===== src/rtl/rom_read_arbiter.sv =====
// Two-port arbiter for a byte-wide combinational ROM. Assembles 1/2/4-byte little-endian reads, with one response per request after nbytes+1 cycles.
// Round-robin grant in IDLE only, and requesters hold until ready. ROM_READ_ARBITER_ALIGN_CHECK_EN makes misaligned accesses fail fast.
module rom_read_arbiter #(
  parameter int ADDR_W = 32
) (
  input  logic              clk,
  input  logic              reset,
  input  logic              req0_valid,
  input  logic [ADDR_W-1:0] req0_addr,
  input  logic [1:0]        req0_size,
  output logic              req0_ready,
  output logic              rsp0_valid,
  output logic [31:0]       rsp0_data,
  output logic              rsp0_error,
  input  logic              req1_valid,
  input  logic [ADDR_W-1:0] req1_addr,
  input  logic [1:0]        req1_size,
  output logic              req1_ready,
  output logic              rsp1_valid,
  output logic [31:0]       rsp1_data,
  output logic              rsp1_error,
  output logic [ADDR_W-1:0] rom_read_address,
  input  logic [7:0]        rom_read_data,
  input  logic              rom_illegal_read_address
);

  localparam logic [1:0] IDLE = 2'd0;
  localparam logic [1:0] READ = 2'd1;
  localparam logic [1:0] RESP = 2'd2;

  logic [1:0]        state_q, state_d;
  logic              rr_ptr_q, rr_ptr_d;
  logic              owner_q, owner_d;
  logic [ADDR_W-1:0] base_q, base_d;
  logic [1:0]        last_idx_q, last_idx_d;
  logic [1:0]        idx_q, idx_d;
  logic [31:0]       data_q, data_d;
  logic              err_q, err_d;
  logic [ADDR_W-1:0] addr_q, addr_d;
  logic [31:0]       rsp0_data_q, rsp0_data_d;
  logic              rsp0_err_q, rsp0_err_d;
  logic [31:0]       rsp1_data_q, rsp1_data_d;
  logic              rsp1_err_q, rsp1_err_d;

  logic              grant_vld;
  logic              grant_port;
  logic [ADDR_W-1:0] gnt_addr;
  logic [1:0]        gnt_size;
  logic              gnt_bad;
  logic [31:0]       rd_word;
  logic              rd_err;
  logic [1:0]        idx_inc;

  always_comb begin
    grant_vld = (state_q == IDLE) && (req0_valid || req1_valid);
    if (req0_valid && req1_valid) begin
      grant_port = rr_ptr_q;
    end else begin
      grant_port = req1_valid;
    end
    gnt_addr = grant_port ? req1_addr : req0_addr;
    gnt_size = grant_port ? req1_size : req0_size;
    gnt_bad  = (gnt_size == 2'd3);
`ifdef ROM_READ_ARBITER_ALIGN_CHECK_EN
    if ((gnt_size == 2'd1 && gnt_addr[0]) ||
        (gnt_size == 2'd2 && gnt_addr[1:0] != 2'b00)) begin
      gnt_bad = 1'b1;
    end
`endif
  end

  assign req0_ready = grant_vld && !grant_port;
  assign req1_ready = grant_vld && grant_port;

  // Word as it will look once the byte currently on the ROM bus is merged in.
  always_comb begin
    rd_word = data_q;
    rd_word[{idx_q, 3'b000} +: 8] = rom_read_data;
    rd_err  = err_q | rom_illegal_read_address;
    idx_inc = idx_q + 2'd1;
  end

  always_comb begin
    state_d     = state_q;
    rr_ptr_d    = rr_ptr_q;
    owner_d     = owner_q;
    base_d      = base_q;
    last_idx_d  = last_idx_q;
    idx_d       = idx_q;
    data_d      = data_q;
    err_d       = err_q;
    addr_d      = addr_q;
    rsp0_data_d = rsp0_data_q;
    rsp0_err_d  = rsp0_err_q;
    rsp1_data_d = rsp1_data_q;
    rsp1_err_d  = rsp1_err_q;

    case (state_q)
      IDLE: begin
        if (grant_vld) begin
          rr_ptr_d = ~grant_port;
          owner_d  = grant_port;
          base_d   = gnt_addr;
          case (gnt_size)
            2'd0:    last_idx_d = 2'd0;
            2'd1:    last_idx_d = 2'd1;
            default: last_idx_d = 2'd3;
          endcase
          idx_d  = 2'd0;
          data_d = 32'd0;
          err_d  = 1'b0;
          if (gnt_bad) begin
            // Rejected sizes/alignments answer immediately without touching the ROM bus.
            err_d   = 1'b1;
            state_d = RESP;
            if (grant_port) begin
              rsp1_data_d = 32'd0;
              rsp1_err_d  = 1'b1;
            end else begin
              rsp0_data_d = 32'd0;
              rsp0_err_d  = 1'b1;
            end
          end else begin
            addr_d  = gnt_addr;
            state_d = READ;
          end
        end
      end
      READ: begin
        data_d = rd_word;
        err_d  = rd_err;
        if (idx_q == last_idx_q) begin
          state_d = RESP;
          if (owner_q) begin
            rsp1_data_d = rd_err ? 32'd0 : rd_word;
            rsp1_err_d  = rd_err;
          end else begin
            rsp0_data_d = rd_err ? 32'd0 : rd_word;
            rsp0_err_d  = rd_err;
          end
        end else begin
          idx_d  = idx_inc;
          addr_d = base_q + ADDR_W'(idx_inc);
        end
      end
      RESP: begin
        state_d = IDLE;
      end
      default: begin
        state_d = IDLE;
      end
    endcase
  end

  always_ff @(posedge clk or posedge reset) begin
    if (reset) begin
      state_q     <= IDLE;
      rr_ptr_q    <= 1'b0;
      owner_q     <= 1'b0;
      base_q      <= '0;
      last_idx_q  <= 2'd0;
      idx_q       <= 2'd0;
      data_q      <= 32'd0;
      err_q       <= 1'b0;
      addr_q      <= '0;
      rsp0_data_q <= 32'd0;
      rsp0_err_q  <= 1'b0;
      rsp1_data_q <= 32'd0;
      rsp1_err_q  <= 1'b0;
    end else begin
      state_q     <= state_d;
      rr_ptr_q    <= rr_ptr_d;
      owner_q     <= owner_d;
      base_q      <= base_d;
      last_idx_q  <= last_idx_d;
      idx_q       <= idx_d;
      data_q      <= data_d;
      err_q       <= err_d;
      addr_q      <= addr_d;
      rsp0_data_q <= rsp0_data_d;
      rsp0_err_q  <= rsp0_err_d;
      rsp1_data_q <= rsp1_data_d;
      rsp1_err_q  <= rsp1_err_d;
    end
  end

  assign rsp0_valid       = (state_q == RESP) && !owner_q;
  assign rsp1_valid       = (state_q == RESP) && owner_q;
  assign rsp0_data        = rsp0_data_q;
  assign rsp0_error       = rsp0_err_q;
  assign rsp1_data        = rsp1_data_q;
  assign rsp1_error       = rsp1_err_q;
  assign rom_read_address = addr_q;

endmodule


===== config.mk =====
export PLATFORM = sky130hd
export DESIGN_NAME = rom_read_arbiter
export DESIGN_NICKNAME = d
export VERILOG_FILES = /design/src/rtl/rom_read_arbiter.sv
export SDC_FILE = /design/constraint.sdc
export NUM_CORES = 1
export LEC_CHECK = 0
export CORE_MARGIN = 4
export CORE_UTILIZATION = 55
export CTS_CLUSTER_DIAMETER = 80
export DETAILED_ROUTE_END_ITERATION = 12
export PLACE_DENSITY = 0.86
export SETUP_SLACK_MARGIN = 0.15
export SLEW_MARGIN = 15
export SYNTH_ARGS = -nofsm -noshare
export SYNTH_HDL_FRONTEND = slang
export SYNTH_SLANG_ARGS = --single-unit

===== constraint.sdc =====
create_clock -name clk -period 15.6 [get_ports clk]
set_input_delay 1.56 -clock clk [delete_from_list [all_inputs] [get_ports clk]]
set_output_delay 1.56 -clock clk [all_outputs]
set_load 0.03 [all_outputs]

Word level (Yosys, flattened, before mapping)

Index checks and enable logic that the tools add are counted.

Bitwise operators: 2
Add/subtract/negate cells: 3
Muxes and demuxes: 46
Reduce and logical (&&, ||, !) cells: 19
Eq/ne operators: 14
Shift-type cells: 2

Operators with widths:

| operator                 | number |
|---|---|
| $mux W32                 | 16 |
| $pmux W32 S2             | 4 |
| $add A32 B2 Y32          | 1 |
| $bwmux W32               | 1 |
| $shift A8 B7 Y32 const A | 1 |
| $shiftx A8 B7 Y32        | 1 |
| $ne A2 B2 Y1 const B     | 9 |
| $mux W1                  | 13 |
| $mux W2                  | 6 |
| $pmux W2 S2              | 3 |
| $reduce_and A6 Y1        | 2 |
| $neg A5 Y7               | 1 |
| $logic_and A1 B1 Y1      | 6 |
| $pmux W1 S2              | 3 |
| $reduce_and A2 Y1        | 3 |
| $eq A2 B1 Y1 const B     | 2 |
| $eq A2 B2 Y1 const B     | 2 |
| $logic_not A2 Y1         | 2 |
| $reduce_and A4 Y1        | 1 |
| $reduce_and A3 Y1        | 1 |
| $add A2 B1 Y2 const B    | 1 |
| $eq A2 B2 Y1             | 1 |
| $logic_not A1 Y1         | 2 |
| $reduce_bool A2 Y1       | 1 |
| other kinds (3)          | 3 |

Output and inout port bits: 102
Logic and storage cells: 99
Register bits after elaboration: 171

Depth between registers and ports, before layout

Depth after elaboration: 7
Depth in mapped cells: 9
Gate-level depth less buffers: 8

Worst setup path before layout

OpenSTA, ideal clock, no wires.

Path type: input to output
Start point: input req1_valid
End point: output req0_ready
Data required time: 14.040 ns
Buffers on the path: 2
Path slack: 11.326 ns
Data arrival time: 2.714 ns
Cell stages on the path: 4
Cell sequence: o21ai_1 > clkbuf_1 > buf_1 > nor2_1

Longest elaborated chain between the ends: 4

RTL lines:

| what                    | RTL line | source |
|---|---|---|
| start, declared         | 15       | `input logic req1_valid,` |
| $logic_and A1 B1 Y1     | 56       | `if (req0_valid && req1_valid) begin` |
| $mux W1                 | 56       |  |
| $logic_not A1 Y1        | 72       | `assign req0_ready = grant_vld && !grant_port;` |
| $logic_and A1 B1 Y1 (*) | 72       |  |
| end, declared           | 11       | `output logic req0_ready,` |

Mark *: on every way between the ends. The rest lies on a longest branch, timed or not.

Worst setup path in the final report

Same ends and word-level chain as after synthesis.

==> impl_metrics.toml <==
[outcome]
status = "finished clean"

[critical_path]
cp-start-kind = "input pin"
cp.required_ns = 14.04
end_kind = "primary output"
crit_fanout = 55
worst-setup-path-type = "in -> out"
cp.arrival_ns = 3.97

[placed_design]
placed_cell_area_um2 = 10300
gp_congestion = 0.890
place_ws_ns = 10.12
dp_hpwl_um = 15000
numPortBuffers = 182

[timing]
fmax_mhz = 181
finClkSkew_ns = 0.00837
setup_ws_ns = 10.07
setup_tns_ns = 0
setup_viol = 0
post-route-period-util_pct = 35.5
max-slew-margin-rel_pct = 28.3
slew_violations = 0
rsz0062_at_grt = "false"
hold_violations = 0
post-route-min-period_ns = 5.53
tightest_slew_ns = 1.08

[cells_and_area]
final_cell_mix = "clkdlybuf4s50_1 (182), dfrtp_1 (171), nand2_1 (55), mux2_2 (47), nor2_1 (45)"
diodes = 0
fillCellCount = 1006
multi_input_area_um2 = 3890
fin_area_um2 = 11000
layout_commonest_cell = "clkdlybuf4s50_1"
synthToLayoutAreaGrowth_pct = 29.6
nets = 1010
seqCellArea_um2 = 4280
post-route-util_pct = 72.3
drive_above_1_share_pct = 11.3

[grt]
grt_max_degree = 89
grtUsageTotal_pct = 25.2
grt_pass1_wl_um = 35500
grt_pass1_vias = 6894
overflow = 0
antenna_found_initial = 0

[clock_network]
cts_resized = 0
cts_tree = "done"
holdBufCountCts = 0
post-cts-setup-buffers = 0
htree_levels = 4
cts.sinks = 171
numCtsBuffers = 17
clkTransAtPathRegs_ns = 0.06
root_buffer = "clkbuf_16"
clock_latency_ns = 0.44
clockBufferDepth = 2

[synthesis]
synth.mux.area_fraction_pct = 14.5
synth_flop_cell = "dfrtp_1"
yosys.area.top_type_share_pct = 50.6
yosys_warnings = 0
synth-simple-area-share_pct = 14.0
synth_edf_count = 0
synth_xor_area_share_pct = 2.49
syn_area_um2 = 8460
syn_area_per_cell_um2 = 11.1
ys_types = 62
synthAdderAreaFrac_pct = 1.27
synth_nets = 854
yosys.area.top_type = "dfrtp_1"
synth-compound-area-share_pct = 13.4
ys_seq_area_share_pct = 50.6
ys_async_sr_fraction_pct = 100
syn-instance-count = 765
synth_top_family_by_area = "multiplexers"
synth_area_leaders = "dfrtp_1 (51%), mux2_2 (6.3%), mux2i_1 (4.3%)"
yosys_register_bits = 171

[die]
io_pins = 183
dieHeight_um = 132
rows = 45
start_util_pct = 55.8
die_w_um = 132
coreArea_um2 = 15100
die_area_um2 = 17400

[detailed_routing]
routed_wirelength_um = 21700
drt-pass1-iter-count = 5
drt_iter0_drc = 451
wl_per_cell_um = 19.3
route.detailed.drc = 0
vias_per_cell = 5.97
route.vias.total = 6696
antenna_left = 0

[worst_hold_path]
hp-class = "reg -> reg"

[power_and_ir_drop]
ir_worst_vdd_mv = 0.118
leakage_nw = 4.81
power_density_nw_per_um2 = 177
total_power_w = 0.00194

[run]
drv_cap = 0
[state kept, by name (all words and copies together), names as in the netlist, 2 cells and up]
signal / count
base_q: 32
data_q: 32
rom_read_address: 32
rsp0_data: 32
rsp1_data: 32
idx_q: 2
last_idx_q: 2
state_q: 2
[synthesized netlist by cell type, types with 3 or more instances]
master    count
a21oi_1      35
inv_1        11
nor2b_1      36
a221o_1      13
xnor2_1      16
and4_1        3
o21ai_0      41
or3_1         6
a211oi_1      6
mux2_2       47
mux2i_1      36
buf_4         4
mux2_1       30
buf_6         4
buf_2        12
o21ai_1       6
nor3_1       12
xor2_1        8
dfrtp_1     171
nor2_1       46
a211o_1       3
buf_1        11
clkbuf_1     24
nand3_1      12
a22o_1       36
ha_1          7
nand2_1      55
nand4_1      10
o21a_1        4
nor4_1       18
[layer usage]
layer	wire length (µm)	track usage (%)
met3	1310	5.84
met2	10500	41.2
met1	9240	32.5
met4	658	10.7
met5	0	0
[power breakdown]
group	internal, W	total [W]	switching (W)
Clock	0.000248	0.000434	0.000185
Combinational	0.000347	0.000841	0.000494
Sequential	0.000556	0.000661	0.000105
[final timing paths]
| check | start | end | slack (ns) | cells past startpoint |
|---|---|---|---|---|
| worst max-delay path | req1_valid | req0_ready | 10.07 | 5 |
| worst min-delay path | rsp0_data[18]$_DFFE_PP0P_ | rsp0_data[18]$_DFFE_PP0P_ | 0.49 | 1 |
| worst max register to register | state_q[1]$_DFFE_PP0P_ | rom_read_address[1]$_DFFE_PP0P_ | 12.12 | 6 |
| worst min register to register | rsp0_data[18]$_DFFE_PP0P_ | rsp0_data[18]$_DFFE_PP0P_ | 0.49 | 1 |
| max in group asynchronous | reset | rsp0_error$_DFFE_PP0P_ | 12.41 | 3 |
| min in group asynchronous | reset | rom_read_address[23]$_DFFE_PP0P_ | 1.63 | 2 |
[final cells by class]
cell class / instances / area share [%]
flip-flops and latches: 171 / 39.1
multi-input cells: 527 / 35.5
repair buffers: 192 / 17.3
clock buffers: 19 / 4.13
well taps: 188 / 2.15
clock inverters: 13 / 1.42
inverters: 12 / 0.457
[worst max-delay path, stage by stage]
cell and delay, ns:
clkdlybuf4s50_1 0.56, o21ai_4 0.58, buf_4 0.52, nor2_1 0.11, clkdlybuf4s50_1 0.62
[cells by family (layout without fill, tap and decap cells)]
group / Yosys count / after routing
AOI/OAI and AO/OA: 162 / 162
and+or+nand+nor: 220 / 220
adders and majority gates: 8 / 8
DFF: 171 / 171
xor gates and xnor gates: 24 / 24
muxes: 113 / 113
buffers and inverters: 67 / 236
[stage by stage]
| step | cells | hold slack, ns |
|---|---|---|
| 2_1_floorplan | 765 | 0.456 |
| 3_3_place_gp | 1090 | 0.466 |
| 3_5_place_dp | 1090 | 0.475 |
| 4_1_cts | 1122 | 0.490 |
| 5_1_grt | 1122 | 0.511 |
| 6_report | 1122 | 0.488 |
Note: power is estimated with default switching activity, not from simulation.
